--- src/rtl/z80_arb_pkg.sv ---
// Shared types for the Z80 bus-request arbiter.
package z80_arb_pkg;

  localparam int ARB_MAX_MASTERS = 8;

  typedef enum logic [2:0] {
    IDLE,
    REQUEST,
    GRANT,
    HANDOVER,
    RELEASE
  } arb_state_t;

endpackage

--- src/rtl/rr_pick.sv ---
// Round-robin picker: the lowest set req index at or after ptr+1, wrapping at N.
module rr_pick #(
  parameter int N  = 4,
  parameter int IW = $clog2(N)
) (
  input  logic [N-1:0]  req,
  input  logic [IW-1:0] ptr,
  output logic [N-1:0]  winner,
  output logic [IW-1:0] index,
  output logic          valid
);

  always_comb begin
    int pos;
    winner = '0;
    index  = '0;
    valid  = 1'b0;
    pos    = 0;
    for (int k = 1; k <= N; k++) begin
      pos = (int'(ptr) + k) % N;
      if (!valid && req[IW'(pos)]) begin
        valid              = 1'b1;
        index              = IW'(pos);
        winner[IW'(pos)]   = 1'b1;
      end
    end
  end

endmodule

--- src/rtl/z80_busrq_arbiter.sv ---
// Arbitrates the Z80 external bus between several masters via nBUSRQ/nBUSACK.
// One-hot round-robin grants with a dead cycle between owners.
module z80_busrq_arbiter
  import z80_arb_pkg::*;
#(
  parameter int NUM_MASTERS = 4,
  parameter int MAX_HOLD    = 256,
  parameter int ACK_TIMEOUT = 64
) (
  input  logic                   CLK,
  input  logic                   nRESET,
  input  logic [NUM_MASTERS-1:0] req,
  output logic [NUM_MASTERS-1:0] grant,
  output logic [NUM_MASTERS-1:0] revoke,
  output logic                   nBUSRQ,
  input  logic                   nBUSACK,
  output logic                   bus_owned,
  output logic                   ack_timeout
);

  localparam int IW = $clog2(NUM_MASTERS);
  localparam int HW = $clog2(MAX_HOLD + 2);
  localparam int AW = $clog2(ACK_TIMEOUT + 2);
  localparam logic [HW-1:0] HOLD_MAX = HW'(MAX_HOLD);
  localparam logic [AW-1:0] ACK_MAX  = AW'(ACK_TIMEOUT);
  localparam logic [AW-1:0] ACK_LAST = AW'(ACK_TIMEOUT - 1);

  arb_state_t             state_q, state_d;
  logic [IW-1:0]          owner_q, owner_d, rr_ptr_q;
  logic [HW-1:0]          hold_q, hold_d;
  logic [AW-1:0]          ack_cnt_q;
  logic                   ack_seen_q;
  logic [NUM_MASTERS-1:0] pick_onehot, owner_mask, grant_d;
  logic [IW-1:0]          pick_idx;
  logic                   pick_valid;
  logic                   entering_grant, revoke_d, timeout_d;

  rr_pick #(.N(NUM_MASTERS), .IW(IW)) u_pick (
    .req    (req),
    .ptr    (rr_ptr_q),
    .winner (pick_onehot),
    .index  (pick_idx),
    .valid  (pick_valid)
  );

  assign owner_mask = NUM_MASTERS'(1) << owner_q;

  always_comb begin
    state_d        = state_q;
    owner_d        = owner_q;
    hold_d         = hold_q;
    grant_d        = '0;
    entering_grant = 1'b0;
    revoke_d       = 1'b0;
    timeout_d      = 1'b0;

    case (state_q)
      IDLE:     if (|req) state_d = REQUEST;
      REQUEST: begin
        if (!pick_valid) begin
          state_d = RELEASE;
        end else if (!nBUSACK) begin
          state_d = GRANT;
          owner_d = pick_idx;
        end
      end
      GRANT:    if (!req[owner_q]) state_d = (|req) ? HANDOVER : RELEASE;
      HANDOVER: begin
        if (!pick_valid) begin
          state_d = RELEASE;
        end else begin
          state_d = GRANT;
          owner_d = pick_idx;
        end
      end
      RELEASE:  if (nBUSACK) state_d = IDLE;
      default:  state_d = IDLE;
    endcase

    entering_grant = (state_d == GRANT) && (state_q != GRANT);

    if (entering_grant) begin
      hold_d = '0;
    end else if (state_q == GRANT && hold_q != HOLD_MAX) begin
      hold_d = hold_q + 1'b1;
    end

    if (state_d == GRANT) grant_d = entering_grant ? pick_onehot : owner_mask;

    // Revoke is only a request to yield; the grant itself stays until req drops.
    revoke_d = (MAX_HOLD != 0) && (state_q == GRANT) && (state_d == GRANT) &&
               (hold_d == HOLD_MAX) && (|(req & ~owner_mask));

    timeout_d = (ACK_TIMEOUT != 0) && (state_q == REQUEST) && (state_d == REQUEST) &&
                (ack_cnt_q == ACK_LAST);
  end

  always_ff @(posedge CLK) begin
    if (!nRESET) begin
      state_q     <= IDLE;
      owner_q     <= '0;
      rr_ptr_q    <= IW'(NUM_MASTERS - 1);
      hold_q      <= '0;
      ack_cnt_q   <= '0;
      ack_seen_q  <= 1'b0;
      grant       <= '0;
      revoke      <= '0;
      nBUSRQ      <= 1'b1;
      bus_owned   <= 1'b0;
      ack_timeout <= 1'b0;
    end else begin
      state_q <= state_d;
      owner_q <= owner_d;
      hold_q  <= hold_d;
      if (entering_grant) rr_ptr_q <= owner_d;

      // Saturating at ACK_TIMEOUT makes the timeout pulse fire once per REQUEST visit.
      if (state_q != REQUEST) begin
        ack_cnt_q <= '0;
      end else if (ack_cnt_q != ACK_MAX) begin
        ack_cnt_q <= ack_cnt_q + 1'b1;
      end

      if (state_q == REQUEST && !nBUSACK) begin
        ack_seen_q <= 1'b1;
      end else if (state_q == RELEASE || state_q == IDLE) begin
        ack_seen_q <= 1'b0;
      end

      grant       <= grant_d;
      revoke      <= revoke_d ? owner_mask : '0;
      nBUSRQ      <= (state_d == IDLE) || (state_d == RELEASE);
      bus_owned   <= (state_d == GRANT);
      ack_timeout <= timeout_d;
    end
  end

  always_ff @(posedge CLK) begin
    if (nRESET) begin
      a_grant_onehot: assert ($onehot0(grant));
      a_grant_needs_ack: assert (grant == '0 || (!nBUSRQ && ack_seen_q));
    end
  end

endmodule

--- config.mk ---
export PLATFORM = sky130hd
export DESIGN_NAME = z80_busrq_arbiter
export DESIGN_NICKNAME = d
export VERILOG_FILES = /design/src/rtl/z80_arb_pkg.sv /design/src/rtl/rr_pick.sv /design/src/rtl/z80_busrq_arbiter.sv
export SDC_FILE = /design/constraint.sdc
export NUM_CORES = 1
export LEC_CHECK = 0
export BUFFER_PORTS_ARGS = -buffer_cell sky130_fd_sc_hd__buf_2
export CELL_PAD_IN_SITES_DETAIL_PLACEMENT = 1
export CELL_PAD_IN_SITES_GLOBAL_PLACEMENT = 2
export CORE_ASPECT_RATIO = 1.5
export CORE_MARGIN = 1
export CORE_UTILIZATION = 39
export CTS_CLUSTER_SIZE = 20
export DETAILED_ROUTE_END_ITERATION = 8
export GPL_TIMING_DRIVEN = 0
export PLACE_DENSITY_LB_ADDON = 0.2
export SKIP_LAST_GASP = 1
export SLEW_MARGIN = 20
export SYNTH_ARGS = -nofsm -noshare
export SYNTH_HDL_FRONTEND = slang
export SYNTH_SLANG_ARGS = --single-unit
--- constraint.sdc ---
create_clock -name CLK -period 5.3 [get_ports CLK]
set_input_delay 0.795 -clock CLK [delete_from_list [all_inputs] [get_ports CLK]]
set_output_delay 0.795 -clock CLK [all_outputs]
set_load 0.05 [all_outputs]
After elaboration in Yosys (flattened, before gate mapping):

Cells that the tools add are included.

* bits in registers: 34
* input bits: 7
* output and inout port bits: 11
* logic and storage cells: 119

* $add $sub $neg: 6
* magnitude comparators: 9
* eq/ne operators: 13
* shift operators: 1
* muxes and demuxes: 49
* bitwise gates (word level): 6
* reduce and logical (&&, ||, !) cells: 25

Operators with widths (number)
* $mux W3: 7
* $mux W4: 5
* $mux W9: 2
* $mux W1: 17
* $lt A2 B4 Y1 const B: 4
* $pmux W3 S5: 1
* $logic_and A1 B1 Y1: 14
* $mux W2: 7
* $or A4 B4 Y4: 3
* $bmux W1 S2: 5
* $add A9 B1 Y9 const B: 1
* $eq A3 B2 Y1 const B: 3
* $eq A9 B9 Y1 const B: 1
* $ne A9 B9 Y1 const B: 1
* $demux W1 S2: 4
* $ge A2 B1 Y1 const B: 4
* $reduce_or A4 Y1: 2
* $add A7 B1 Y7 const B: 1
* $eq A7 B6 Y1 const B: 1
* $ne A7 B7 Y1 const B: 1
* $eq A3 B1 Y1 const B: 2
* $eq A3 B3 Y1 const B: 2
* $logic_not A3 Y1: 2
* $add A2 B1 Y2 const B: 2
* 13 further kinds: 17

Depth between registers and ports, before layout:

* word-level depth: 23
* mapped depth: 10
* gate-level depth less buffers: 7

Hierarchy:

From an unflattened synthesis, not the netlist that was laid out.

* cell total of the unflattened synthesis: 260
* area total of the unflattened synthesis: 2215.9 sq um

Modules (own cells, without submodules)
* z80_busrq_arbiter: times used 1, cells an instance 185, area each 1632.8 sq um
* rr_pick: times used 1, cells an instance 75, area each 583.1 sq um

Worst setup path before layout:

No wires, ideal clock.

* path type: reg2reg
* from: register rr_ptr_q[1]
* to: register grant[3]
* setup time: 0.095 ns
* arrival time: 2.841 ns
* path slack: 2.363 ns
* stages on the path, launching flop included: 11
* path buffers: 3
* clock period less this slack: 2.937 ns
* cell sequence: dfxtp_1 -> clkbuf_1 -> inv_1 -> ha_1 -> buf_2 -> mux4_2 -> nor4_1 -> or3_1 -> buf_2 -> a311oi_1 -> a221oi_1

* word-level cells in the longest chain between the ends: 19
* elaborated cells on any way between the ends: 60
* those cells by class: 4 x add/sub; 8 x order compare; 1 x eq/ne; 32 x mux; 3 x bitwise; 12 x reduce/logical

Ends and longest elaborated chain
* from (decl): line z80_busrq_arbiter.sv:29 `logic [IW-1:0] owner_q, owner_d, rr_ptr_q;`
* from (signal assigned): line z80_busrq_arbiter.sv:102 `rr_ptr_q <= IW'(NUM_MASTERS - 1);`
* from (signal assigned): line z80_busrq_arbiter.sv:115 `if (entering_grant) rr_ptr_q <= owner_d;`
* $add A2 B1 Y2: line rr_pick.sv:20 `pos = (int'(ptr) + k) % N;`
* $bmux W1 S2: line rr_pick.sv:21 `if (!valid && req[IW'(pos)]) begin`
* $mux W1 (implied by the code) (2 in a row): line rr_pick.sv:21
* $mux W1: line rr_pick.sv:21
* $logic_not A1 Y1: line rr_pick.sv:21
* $logic_and A1 B1 Y1: line rr_pick.sv:21
* $mux W1: line rr_pick.sv:21
* $logic_not A1 Y1: line rr_pick.sv:21
* (+2 left out)
* $logic_not A1 Y1: line rr_pick.sv:21
* $logic_and A1 B1 Y1: line rr_pick.sv:21
* $mux W1: line rr_pick.sv:21
* $mux W3, on equally long branches: line z80_busrq_arbiter.sv:60, z80_busrq_arbiter.sv:69
* $pmux W3 S5: line z80_busrq_arbiter.sv:57 `case (state_q)`
* $eq A3 B2 Y1: line z80_busrq_arbiter.sv:80, z80_busrq_arbiter.sv:88
* $logic_and A1 B1 Y1: line z80_busrq_arbiter.sv:80 `entering_grant = (state_d == GRANT) && (state_q != GRANT);`
* $mux W4: line z80_busrq_arbiter.sv:88 `if (state_d == GRANT) grant_d = entering_grant ? pick_onehot : owner_mask;`
* to (signal assigned): line z80_busrq_arbiter.sv:130 `grant <= grant_d;`
* to (decl): line z80_busrq_arbiter.sv:13 `output logic [NUM_MASTERS-1:0] grant,`

Several ways; a longest one is shown, not always the timed one. The select of a mux whose other input is x is not followed.
A chain may end at the register's enable or synchronous reset.

Worst setup path after layout:

* from: register rr_ptr_q[1]
* to: register hold_q[6]

* word-level cells in the longest chain between the ends: 19
* elaborated cells on any way between the ends: 32
* those cells by class: 4 x add/sub; 1 x eq/ne; 20 x mux; 7 x reduce/logical

Ends and longest elaborated chain
* $add A2 B1 Y2: line rr_pick.sv:20
* $bmux W1 S2: line rr_pick.sv:21
* $mux W1 (implied by the code) (2 in a row): line rr_pick.sv:21
* $mux W1: line rr_pick.sv:21
* $logic_not A1 Y1: line rr_pick.sv:21
* $logic_and A1 B1 Y1: line rr_pick.sv:21
* $mux W1: line rr_pick.sv:21
* $logic_not A1 Y1: line rr_pick.sv:21
* (+2 left out)
* $logic_not A1 Y1: line rr_pick.sv:21
* $logic_and A1 B1 Y1: line rr_pick.sv:21
* $mux W1 *: line rr_pick.sv:21
* $mux W3, on equally long branches: line z80_busrq_arbiter.sv:60, z80_busrq_arbiter.sv:69
* $pmux W3 S5 *: line z80_busrq_arbiter.sv:57
* $eq A3 B2 Y1 *: line z80_busrq_arbiter.sv:80
* $logic_and A1 B1 Y1 *: line z80_busrq_arbiter.sv:80
* $mux W9 *: line z80_busrq_arbiter.sv:82 `if (entering_grant) begin`
* to (signal assigned): line z80_busrq_arbiter.sv:114 `hold_q <= hold_d;`
* to (decl): line z80_busrq_arbiter.sv:30 `logic [HW-1:0] hold_q, hold_d;`

Mark *: on every way between the ends. The rest lies on a longest branch, timed or not. The select of a mux whose other input is x is not followed.

==> results by group <==
Logic synthesis
  • Ys flop type: dfxtp_1
  • YS warnings: 0
  • #FFs+latches synth: 34
  • Post-Syn Nets: 249
  • Synth cell types: between 40 and 50
  • Sequential fraction of the synthesis area: 32.99%
  • Syn Inst Count: 230
  • Async S/R FF share, synth: 0%
  • Post-synth EDFFs: 0
  • Mapped Area: 0.002063 mm²
  • Mapped Avg Cell Area: 8.971 µm²

Timing
  • RSZ-0062 raised after global routing: false
  • Worst slew pin tran: between 700 and 800 ps
  • Worst clock skew: 6.907 ps
  • Max frequency: 0.2650 GHz
  • Setup violators final: 0
  • Fin Hold WS: ~550 ps
  • Tcrit/Tclk final: 71.20%
  • Fin. max-slew vios: 0
  • Setup TNS Final: 0 ps
  • Hold Vio Cnt, Final: 0
  • Relative slew slack: 48.71%
  • Period minus WS final: 3774 ps
  • Final worst slack: 1526 ps

Route
  • Drt pass-1 iters: 4
  • Drt initial violations: 67
  • Routed length per instance: 14.98 µm
  • Routed Antenna Nets: 0
  • Drt drc: 0
  • Via density: 5.494
  • Routed vias: 1,758
  • DRT Wirelength: 4.795 mm

Pwr
  • P_int: ~450 µW
  • Part of the power in the clock network: around 28%
  • Psw: 231.0 µW
  • Peak VDD IR: 0.0001552 V
  • Leak: ~0.88 nW
  • Logic pwr share: between 20% and 30%
  • Sw frac: between 30% and 40%
  • Sequential share of power: a little over two fifths
  • PwrDens: 294.5 mW/mm²

Clock tree
  • Max clock buf depth: 2
  • Clock Tree Root: clkbuf_8
  • Post-cts resize count: 0
  • Setup bufs post-CTS: 0
  • H-tree depth: 2
  • Clock edge transition at the registers on the reported setup and hold paths: 70 ps
  • Hold Buf Count CTS: 0
  • Worst skew pair latency: 280 ps
  • CTS tree: done
  • CTS Sinks: 34
  • TritonCTS Buffers: 5

Cells and area
  • Nets: 272
  • Diodes inserted: 0
  • P&R area growth vs syn: 12.01%
  • Fin cells: 320
  • Layout cells sized above 1: between 10% and 20%
  • Filler cell count: 638

Setup path
  • Startpoint Class: register
  • Worst setup path start: rr_ptr_q[1]
  • CP max stage delay: roughly 620 ps
  • Most used cell, CP: buf_2
  • Reg-to-reg startpoint: rr_ptr_q[1]
  • Worst Path Arrival: 3980 ps
  • Critical path buffer and inverter count: 4
  • Worst EP required: 5510 ps
  • Worst-path cell chain: clkbuf_1, inv_1, ha_1, buf_2, mux4_2, nor4_1, or3_1, buf_2, nand2_1, nor2_1
  • R2r setup slk: 1530 ps
  • Worst setup EP type: register
  • Critical-path top delay cell: nor4_1
  • Max FO, Critical Path: 10
  • Crit Path Category: register to register
  • Largest delay share family, worst path: simple AND/OR/NAND/NOR gates

GRT
  • Pin count of the biggest net entering global routing: 11
  • Vias in the first global route: between 1.5k and 2k
  • GR Util All Layers: 19.79%
  • Grt ovf: 0
  • First-pass GRT wire length: 8.293 mm
  • Initial antenna violation count: 0

Floorplan
  • Die Area: approximately 0.0056 mm²
  • Core area: approximately 0.005 mm²
  • Initial core utilization: 40.26%
  • Die W: 61.39 µm
  • Row cnt: 32
  • Die height: 91.08 µm
  • IO Count: 18

Job
  • Max_cap viols: 0

Worst hold path
  • Hold_sp: ack_cnt_q[5]
  • Min-delay worst type: register to register

Placed design
  • Post-DP HPWL: 3.642 mm
  • Final Wtd Congestion: roughly 0.79
  • DP Cell Count: 314
  • Dpl ws: 1488 ps
  • Port Buf Inserts: 16

Run status
  • Status: finished clean
-- placed cells by master (no fill, tap or decap), types with 3 or more instances in the layout --
cell      Yosys  final
xor2_1        5      5
inv_1        10     10
a221oi_1      4      4
xnor2_1       9      9
nand2_1       9      9
clkbuf_8      1      7
and3_1        5      5
or3_1         3      3
nor4_1        5      5
nor3_1        7      7
nand3_1       6      6
nor2b_1       5      5
o21ai_0       9      9
a21oi_1       4      4
nor3b_1       3      3
nor4b_1       3      3
nor2_1       32     32
dfxtp_1      34     34
o211ai_1      3      3
nand4_1       4      4
nand2b_1      9      9
ha_1         12     12
mux4_2        5      5
a211oi_1      5      5
buf_2         4     20
clkbuf_1      5      5
-- power by group through the flow --
stage | logic (mW) | clock network, mW | registers [mW]
floorplan | 0.142 | 0 | 0.305
global placement | 0.202 | 0 | 0.294
detailed placement | 0.204 | 0 | 0.295
CTS | 0.205 | 0.194 | 0.289
global route | 0.226 | 0.208 | 0.292
finish | 0.204 | 0.188 | 0.289
-- metrics by stage --
| stage | instance area, µm² | util, % | total power [mW] |
|---|---|---|---|
| floorplan | 2063 | - | 0.4466 |
| global placement | 2228 | 43.48 | 0.4965 |
| detailed placement | 2228 | 43.48 | 0.4992 |
| CTS | 2311 | 45.09 | 0.6886 |
| global route | 2311 | 45.09 | 0.7252 |
| finish | 2311 | 45.09 | 0.6806 |
-- flip-flops by register name (all words and copies together) (netlist names) --
| name | flops |
|---|---|
| ack_cnt_q | 7 |
| ack_timeout | 1 |
| bus_owned | 1 |
| grant | 4 |
| hold_q | 9 |
| nBUSRQ | 1 |
| owner_q | 2 |
| revoke | 4 |
| rr_ptr_q | 2 |
| state_q | 3 |
-- Yosys cell counts, types with 6 or more instances --
master,number,area [µm²]
dfxtp_1,34,680.7
nor2_1,32,120.1
inv_1,10,37.54
ha_1,12,150.1
nand3_1,6,30.03
nand2_1,9,33.78
xnor2_1,9,78.83
o21ai_0,9,45.04
nor3_1,7,35.03
nand2b_1,9,56.30
-- final timing paths --
path,to,cells past startpoint
worst max register to register,hold_q[6],10
worst max-delay path,hold_q[6],10
worst min register to register,ack_cnt_q[5],2
worst min-delay path,ack_cnt_q[5],2
-- logic make-up after synthesis --
logic type	Yosys count	share of synthesized area (%)
xor+xnor	14	5.943
fa+ha+maj	12	7.277
simple gates	101	26.80
mux	9	7.520
flops	34	32.99
compound gates	38	14.07
buf+inv	22	5.397
-- layer usage --
metal,share of wire [%],GRT usage [%],up-vias
met3,1.9,4.274,7
met2,52,34.15,20
met1,44,23.34,857
met5,0,0,-
li1,-,-,874
met4,1.9,6.481,0
-- area by class of cell --
class / count / area (µm²) / share of cell area [%]
plain buffers: 12 / 73.82 / 3.194
clock buffers: 6 / 82.58 / 3.573
inverters: 10 / 37.54 / 1.624
multi-input cells: 174 / 1271 / 55.01
flip-flops and latches: 34 / 680.7 / 29.45
well taps: 68 / 85.08 / 3.682
repair buffers: 16 / 80.08 / 3.465
-- worst min-delay path, delay by kind of cell (launching register included) --
| family | cells | cell delay [ps] |
|---|---|---|
| xor gates and xnor gates | 1 | 80 |
| DFF | 1 | 370 |
| and+or+nand+nor | 1 | 70 |
Note: power is estimated with default switching activity, not from simulation.
